$ cat config.mk
export PLATFORM = sky130hd
export DESIGN_NAME = xadc_drp_sequencer
export DESIGN_NICKNAME = d
export VERILOG_FILES = /design/src/rtl/xadc_drp_sequencer.sv
export SDC_FILE = /design/constraint.sdc
export NUM_CORES = 1
export LEC_CHECK = 0
export CORE_ASPECT_RATIO = 1.75
export CORE_UTILIZATION = 44
export DETAILED_ROUTE_END_ITERATION = 16
export PLACE_DENSITY_LB_ADDON = 0.08
export SYNTH_ARGS = -nofsm -noshare
export SYNTH_HDL_FRONTEND = slang
export SYNTH_SLANG_ARGS = --single-unit
$ cat constraint.sdc
create_clock -name clk -period 3.45 [get_ports clk]
set_input_delay 0.5175 -clock clk [delete_from_list [all_inputs] [get_ports clk]]
set_output_delay 0.5175 -clock clk [all_outputs]
set_load 0.05 [all_outputs]
$ cat src/rtl/xadc_drp_sequencer.sv
// xadc_drp_sequencer: round-robin DRP reader that issues one read per eoc across four XADC aux slots.
// Latency: den one cycle after an accepted eoc; smp_valid one cycle after drdy; next den no earlier than drdy+2.
// Backpressure: one-deep output register; a result that arrives while it is still full is dropped and counted.
// Optional feature macro XADC_SEQ_TIMEOUT_EN: abandon a read after TIMEOUT_CYCLES WAIT cycles without drdy.
module xadc_drp_sequencer #(
    parameter int TIMEOUT_CYCLES = 255
) (
    input  logic        clk,
    input  logic        resetn,
    input  logic [3:0]  chan_en,
    input  logic        eoc,
    output logic        den,
    output logic        dwe,
    output logic [15:0] di,
    output logic [6:0]  daddr,
    input  logic [15:0] do_in,
    input  logic        drdy,
    output logic        smp_valid,
    input  logic        smp_ready,
    output logic [1:0]  smp_chan,
    output logic [11:0] smp_data,
    output logic [7:0]  drop_cnt,
    output logic        timeout,
    output logic        busy
);

    typedef enum logic [1:0] {IDLE, ISSUE, WAIT} state_t;

    state_t      state, state_nxt;
    logic [1:0]  last, last_nxt;
    logic [1:0]  sel, sel_nxt;
    logic        den_nxt;
    logic [6:0]  daddr_nxt;
    logic        smp_valid_nxt;
    logic [1:0]  smp_chan_nxt;
    logic [11:0] smp_data_nxt;
    logic [7:0]  drop_nxt;
    logic        timeout_nxt;
    logic        busy_nxt;
    logic        out_free;

    // The sequencer only reads; the write side of the DRP is tied off.
    assign dwe = 1'b0;
    assign di  = 16'h0000;

    // Low nibble of the DRP word is below the 12-bit ADC resolution.
    logic unused_lsb;
    assign unused_lsb = ^do_in[3:0];

    function automatic logic [6:0] slot_addr(input logic [1:0] s);
        case (s)
            2'd0:    slot_addr = 7'h1E;
            2'd1:    slot_addr = 7'h17;
            2'd2:    slot_addr = 7'h1F;
            default: slot_addr = 7'h16;
        endcase
    endfunction

    // Scan last+1 .. last+4; descending loop so the nearest enabled slot wins.
    function automatic logic [1:0] next_slot(input logic [1:0] from, input logic [3:0] en);
        logic [1:0] cand;
        next_slot = from;
        for (int i = 4; i >= 1; i--) begin
            cand = from + 2'(i);
            if (en[cand]) next_slot = cand;
        end
    endfunction

`ifdef XADC_SEQ_TIMEOUT_EN
    localparam logic [7:0] TMO_LAST = 8'(TIMEOUT_CYCLES - 1);
    logic [7:0] tmo_cnt, tmo_cnt_nxt;

    // WAIT-cycle counter; value k during the (k+1)th WAIT cycle.
    always_ff @(posedge clk or negedge resetn) begin
        if (!resetn) tmo_cnt <= 8'd0;
        else         tmo_cnt <= tmo_cnt_nxt;
    end
`else
    logic [7:0] unused_tmo;
    assign unused_tmo = 8'(TIMEOUT_CYCLES);
`endif

    // The output register can take a new sample if empty or being drained this cycle.
    assign out_free = !smp_valid || smp_ready;

    // State and all registered outputs.
    always_ff @(posedge clk or negedge resetn) begin
        if (!resetn) begin
            state     <= IDLE;
            last      <= 2'd3;
            sel       <= 2'd0;
            den       <= 1'b0;
            daddr     <= 7'h1E;
            smp_valid <= 1'b0;
            smp_chan  <= 2'd0;
            smp_data  <= 12'h000;
            drop_cnt  <= 8'd0;
            timeout   <= 1'b0;
            busy      <= 1'b0;
        end else begin
            state     <= state_nxt;
            last      <= last_nxt;
            sel       <= sel_nxt;
            den       <= den_nxt;
            daddr     <= daddr_nxt;
            smp_valid <= smp_valid_nxt;
            smp_chan  <= smp_chan_nxt;
            smp_data  <= smp_data_nxt;
            drop_cnt  <= drop_nxt;
            timeout   <= timeout_nxt;
            busy      <= busy_nxt;
        end
    end

    // Next-state and next-output decode.
    always_comb begin
        state_nxt     = state;
        last_nxt      = last;
        sel_nxt       = sel;
        den_nxt       = 1'b0;
        daddr_nxt     = daddr;
        smp_valid_nxt = smp_valid && !smp_ready;
        smp_chan_nxt  = smp_chan;
        smp_data_nxt  = smp_data;
        drop_nxt      = drop_cnt;
        timeout_nxt   = 1'b0;
`ifdef XADC_SEQ_TIMEOUT_EN
        tmo_cnt_nxt   = tmo_cnt;
`endif
        case (state)
            IDLE: begin
                if (eoc && (chan_en != 4'b0000)) begin
                    sel_nxt   = next_slot(last, chan_en);
                    daddr_nxt = slot_addr(sel_nxt);
                    den_nxt   = 1'b1;
                    state_nxt = ISSUE;
                end
            end
            ISSUE: begin
                state_nxt = WAIT;
`ifdef XADC_SEQ_TIMEOUT_EN
                tmo_cnt_nxt = 8'd0;
`endif
            end
            WAIT: begin
                if (drdy) begin
                    last_nxt  = sel;
                    state_nxt = IDLE;
                    if (out_free) begin
                        smp_valid_nxt = 1'b1;
                        smp_chan_nxt  = sel;
                        smp_data_nxt  = do_in[15:4];
                    end else if (drop_cnt != 8'hFF) begin
                        drop_nxt = drop_cnt + 8'd1;
                    end
                end
`ifdef XADC_SEQ_TIMEOUT_EN
                else if (tmo_cnt == TMO_LAST) begin
                    // Skip the unresponsive slot so the rotation keeps moving.
                    timeout_nxt = 1'b1;
                    last_nxt    = sel;
                    state_nxt   = IDLE;
                end else begin
                    tmo_cnt_nxt = tmo_cnt + 8'd1;
                end
`endif
            end
            default: state_nxt = IDLE;
        endcase
        busy_nxt = (state_nxt != IDLE);
    end

endmodule

* Word-level counts from Yosys, hierarchy flattened
Index checks and enable logic that the tools add are counted.
** Storage, ports and cells
- Register bits :: 38
- Output and inout port bits :: 50
- Input bits :: 25
** Operators by class
- Reductions and logical operators :: 13
- Eq/ne operators :: 5
- Bitwise logic cells :: 1
- $add $sub $neg :: 4
- Multiplexer cells :: 20
- $lt $le $gt $ge :: 3
** Operator list (number)
- $mux W2 :: 7
- $pmux W4 S3 :: 1
- $lt A2 B3 Y1 const B :: 3
- $add A8 B1 Y8 const B :: 1
- $mux W1 :: 8
- $ne A8 B8 Y1 const B :: 1
- $bmux W1 S2 :: 3
- $pmux W2 S3 :: 1
- $add A2 B2 Y2 const B :: 2
- $eq A2 B1 Y1 const B :: 2
- $eq A2 B2 Y1 const B :: 2
- $logic_not A2 Y1 :: 2
- $reduce_and A2 Y1 :: 2
- $reduce_and A4 Y1 :: 1
- $reduce_bool A4 Y1 :: 1
- $reduce_and A3 Y1 :: 1
- $add A2 B1 Y2 const B :: 1
- $logic_and A1 B1 Y1 :: 2
- $logic_not A1 Y1 :: 2
- $reduce_bool A2 Y1 :: 1
- $logic_or A1 B1 Y1 :: 1
- $not A1 Y1 :: 1

* Depth between registers and ports, before layout
- Depth after elaboration :: 10
- Mapped depth :: 5
- Depth with buffers taken out :: 5

* Worst setup path before layout
No wires, ideal clock.
- Kind :: reg2reg
- Start :: register drop_cnt[0]
- End :: register drop_cnt[1]
- Period minus slack after synthesis :: 1.864 ns
- Cell stages (with the launch flop) :: 6
- Path buffers :: 0
- Data arrival time :: 1.739 ns
- Library setup time :: 0.125 ns
- Setup slack :: 1.586 ns
- Cell sequence :: dfrtp_1 > ha_1 > nand3_1 > nor3_2 > nor2_1 > mux2_2
** Between the ends
- Cells in the longest elaborated chain, start to end :: 2
** Ends and longest elaborated chain
- start: declaration :: line 22 : output logic [7:0] drop_cnt,
- start signal: assignment :: line 109 : drop_cnt <= drop_nxt;
- branches (longest 2 deep; another with $add A8 B1 Y8)
Several ways; the timed one is not identified.
A chain may end at the register's enable or synchronous reset.

* Worst setup path in the final report
- Start :: register daddr[3]
- End :: output port daddr[3]
** RTL lines
- start: declaration :: line 15 : output logic [6:0] daddr,
- start signal: assignment :: line 105 : daddr <= daddr_nxt;
No word-level cell between the ends.

==> qor.txt <==
status: completed
RSZ-0062 raised after global routing: no
register area share after synthesis: 0.5027
CTS tree: yes
Total Wirelength: 2.978 mm
Initial Util: 0.4594
H-tree levels: 2
number of I/O port buffers: 47
Final Hold Fails: 0
Post-CTS Resized: 0
Layout Nets: 212
worst hold slack: 492.9 ps
worst-skew pair later-pin latency: 280 ps
syn_area_per_cell: 12.13 um^2
Final Worst Setup Slack: 1334 ps
max cap viols: 0
Setup TNS: 0 ps
Die ar.: 4009 um^2
CP bufs+invs: 1
Max Used Layer: met4
clock skew: 5.742 ps
CP Launch Type: register
Filler cells: 319
Cell Area, Synth: 1650 um^2
worst-path cell chain: clkdlybuf4s50_1
Finish-stage setup viols: 0
DRT iter0 DRCs: 22
layout cells sized above 1: 0.1925
dpl cells: 225
CTS sink count: 33
drt pass-1 iters: 2
DRC violations left: 0
Cell Count, Final, Fillers Out: 233
Met2 Wirelength: 1.757 mm
largest net degree at the start of global routing: 34
Worst R2R Setup Slack: 1740 ps
Setup Fix Bufs, Post-CTS: 0
final worst path period share: 0.6133
area of the multi-input gates: 695.7 um^2
Post-synth EDFFs: 0
Worst EP arrival: 1600 ps
Routed Antenna Nets: 0
Root Buffer: clkbuf_8
Ys Warns: 0
crit-path max cell delay: 800 ps
Max-slew headroom: 0.6047
Metal-1 WL: 1.080 mm
Clock transition at path regs: 60 ps
number of library cell types mapped by synthesis: 39
post-DR vias/cell: 4.627
DIE WIDTH: 48.30 um
initial antenna violation count: 0
vias in the first global route: 1018
storage element area: 829.5 um^2
Area after DPL: 2068 um^2
io pins: 75
power consumption: 1.940 mW
WS Path Type: register to primary output
power per cell area: 903.2 nW/um^2
Layout area overhead: 30.17%
Die Y: 83.02 um
Synth Flop Type: dfrtp_1
hold path endpoint: daddr[3]
WP data required: 2930 ps
reg2reg end: smp_data[5]
ys async rst share: 1.000
Tot GR Track Use: 0.1618
Fmax: 0.4726 GHz
vias: 1078
hold_buf cts: 0
synthesized instance count: 136
reg-to-reg critical path startpoint: state[0]
cells on worst reg2reg path: 3
total grt overflow: 0
WL/cell: 12.78 um
CP top delay family: buffers and inverters
total CTS buffers: 5
placer congestion estimate: 0.7897
core area: 3592 um^2
Hold Path Depth: 2
CP max FO: 2
first-pass GRT wire length: 4.574 mm
leakage power: 0.9907 nW
Post-Place Setup Slack: 1115 ps
Slew @ Worst Pin: 593.0 ps
Max clock buf depth: 2
HPWL after detailed placement: 2.292 mm
Slowest cell on crit path: clkdlybuf4s50_1
Final min period: 2116 ps
Final Util: 0.5980
Crit. End Element: primary output
met3 wire length: 82 um
count of pins over their slew limit: 0
VDD IR max: 0.5538 mV
worst hold path type: register to register
flops & latches, synth: 33
Diodes inserted: 0
worst hold start: daddr[3]
Cell Rows: 29
post-route cell area: 2148 um^2
==> cells in the mapped netlist, types with 2 or more instances <==
cell	n	area share
dfrtp_1	30	0.45
buf_4	24	0.11
mux2_2	18	0.12
nand2_1	8	0.018
xor2_1	5	0.027
nor2_1	4	0.0091
dfstp_2	3	0.048
nand2b_1	3	0.011
nand3_1	3	0.0091
or3_1	3	0.011
a21oi_1	2	0.0061
and3b_1	2	0.011
conb_1	2	0.0046
mux2i_1	2	0.012
nor3_1	2	0.0061
o21ai_0	2	0.0061
==> worst max path at each step <==
stage / slack (ps) / depth (start not counted) / start / to
after floorplan: 1590 / 5 / drop_cnt[0] / drop_cnt[1]
after global placement: 1180 / 4 / drdy / smp_data[11]
after detailed placement: 1120 / 4 / drdy / smp_data[0]
after CTS: 1320 / 1 / daddr[3] / daddr[3]
after global routing: 1310 / 1 / daddr[3] / daddr[3]
final: 1330 / 1 / daddr[3] / daddr[3]
==> placed cells by master, fill, tap and decap left out, types with 2 or more instances in the layout <==
cell type        Yosys  final
mux2_2              18     18
and3b_1              2      2
nor2_1               4      4
nand2_1              8      8
dfrtp_1             30     30
o21ai_0              2      2
xor2_1               5      5
a21oi_1              2      2
nand2b_1             3      3
or3_1                3      3
clkbuf_8             0      5
nor3_1               2      2
conb_1               2     23
clkbuf_1             0      3
nand3_1              3      3
mux2i_1              2      2
dfstp_2              3      3
clkdlybuf4s50_1      0     47
==> cell type report <==
cell class | instances | area share
inverters | 2 | 0.003494
clock buffers | 8 | 0.03727
flip-flops and latches | 33 | 0.3861
multi-input cells | 96 | 0.3238
well taps | 46 | 0.02679
repair buffers | 48 | 0.2225
==> cell families (layout without fill, tap and decap cells) <==
logic type / count (synthesis) / in the layout / synth area share
flops: 33 / 33 / 0.5027
other cells: 2 / 23 / 0.004551
compound gates: 7 / 7 / 0.02654
buf+inv: 28 / 58 / 0.1236
mux: 22 / 22 / 0.1509
xor+xnor: 5 / 5 / 0.02653
fa+ha+maj: 1 / 1 / 0.007580
simple gates: 38 / 38 / 0.1577
==> power by group <==
| part | internal (mW) | total, mW | switching (mW) |
|---|---|---|---|
| logic | 0.376 | 1.02 | 0.640 |
| registers | 0.551 | 0.654 | 0.103 |
| clock network | 0.143 | 0.271 | 0.127 |
==> state kept, by name, indices dropped and copies added, names as in the netlist <==
register / flops
smp_data: 12
drop_cnt: 8
daddr: 2
last: 2
sel: 2
smp_chan: 2
state: 2
busy: 1
den: 1
smp_valid: 1
==> worst reg2reg max path, cell delays in order (launching register included) <==
cell and delay [ps]:
dfrtp_1 410, nand3b_4 190, and2b_1 590, mux2_2 400
==> routing by layer <==
layer,track usage,vias to the layer above
met5,0,-
met4,0.08333,0
met3,0.03913,4
met2,0.2788,26
met1,0.1629,531
li1,-,517
Power figures use the tool's default switching activity.
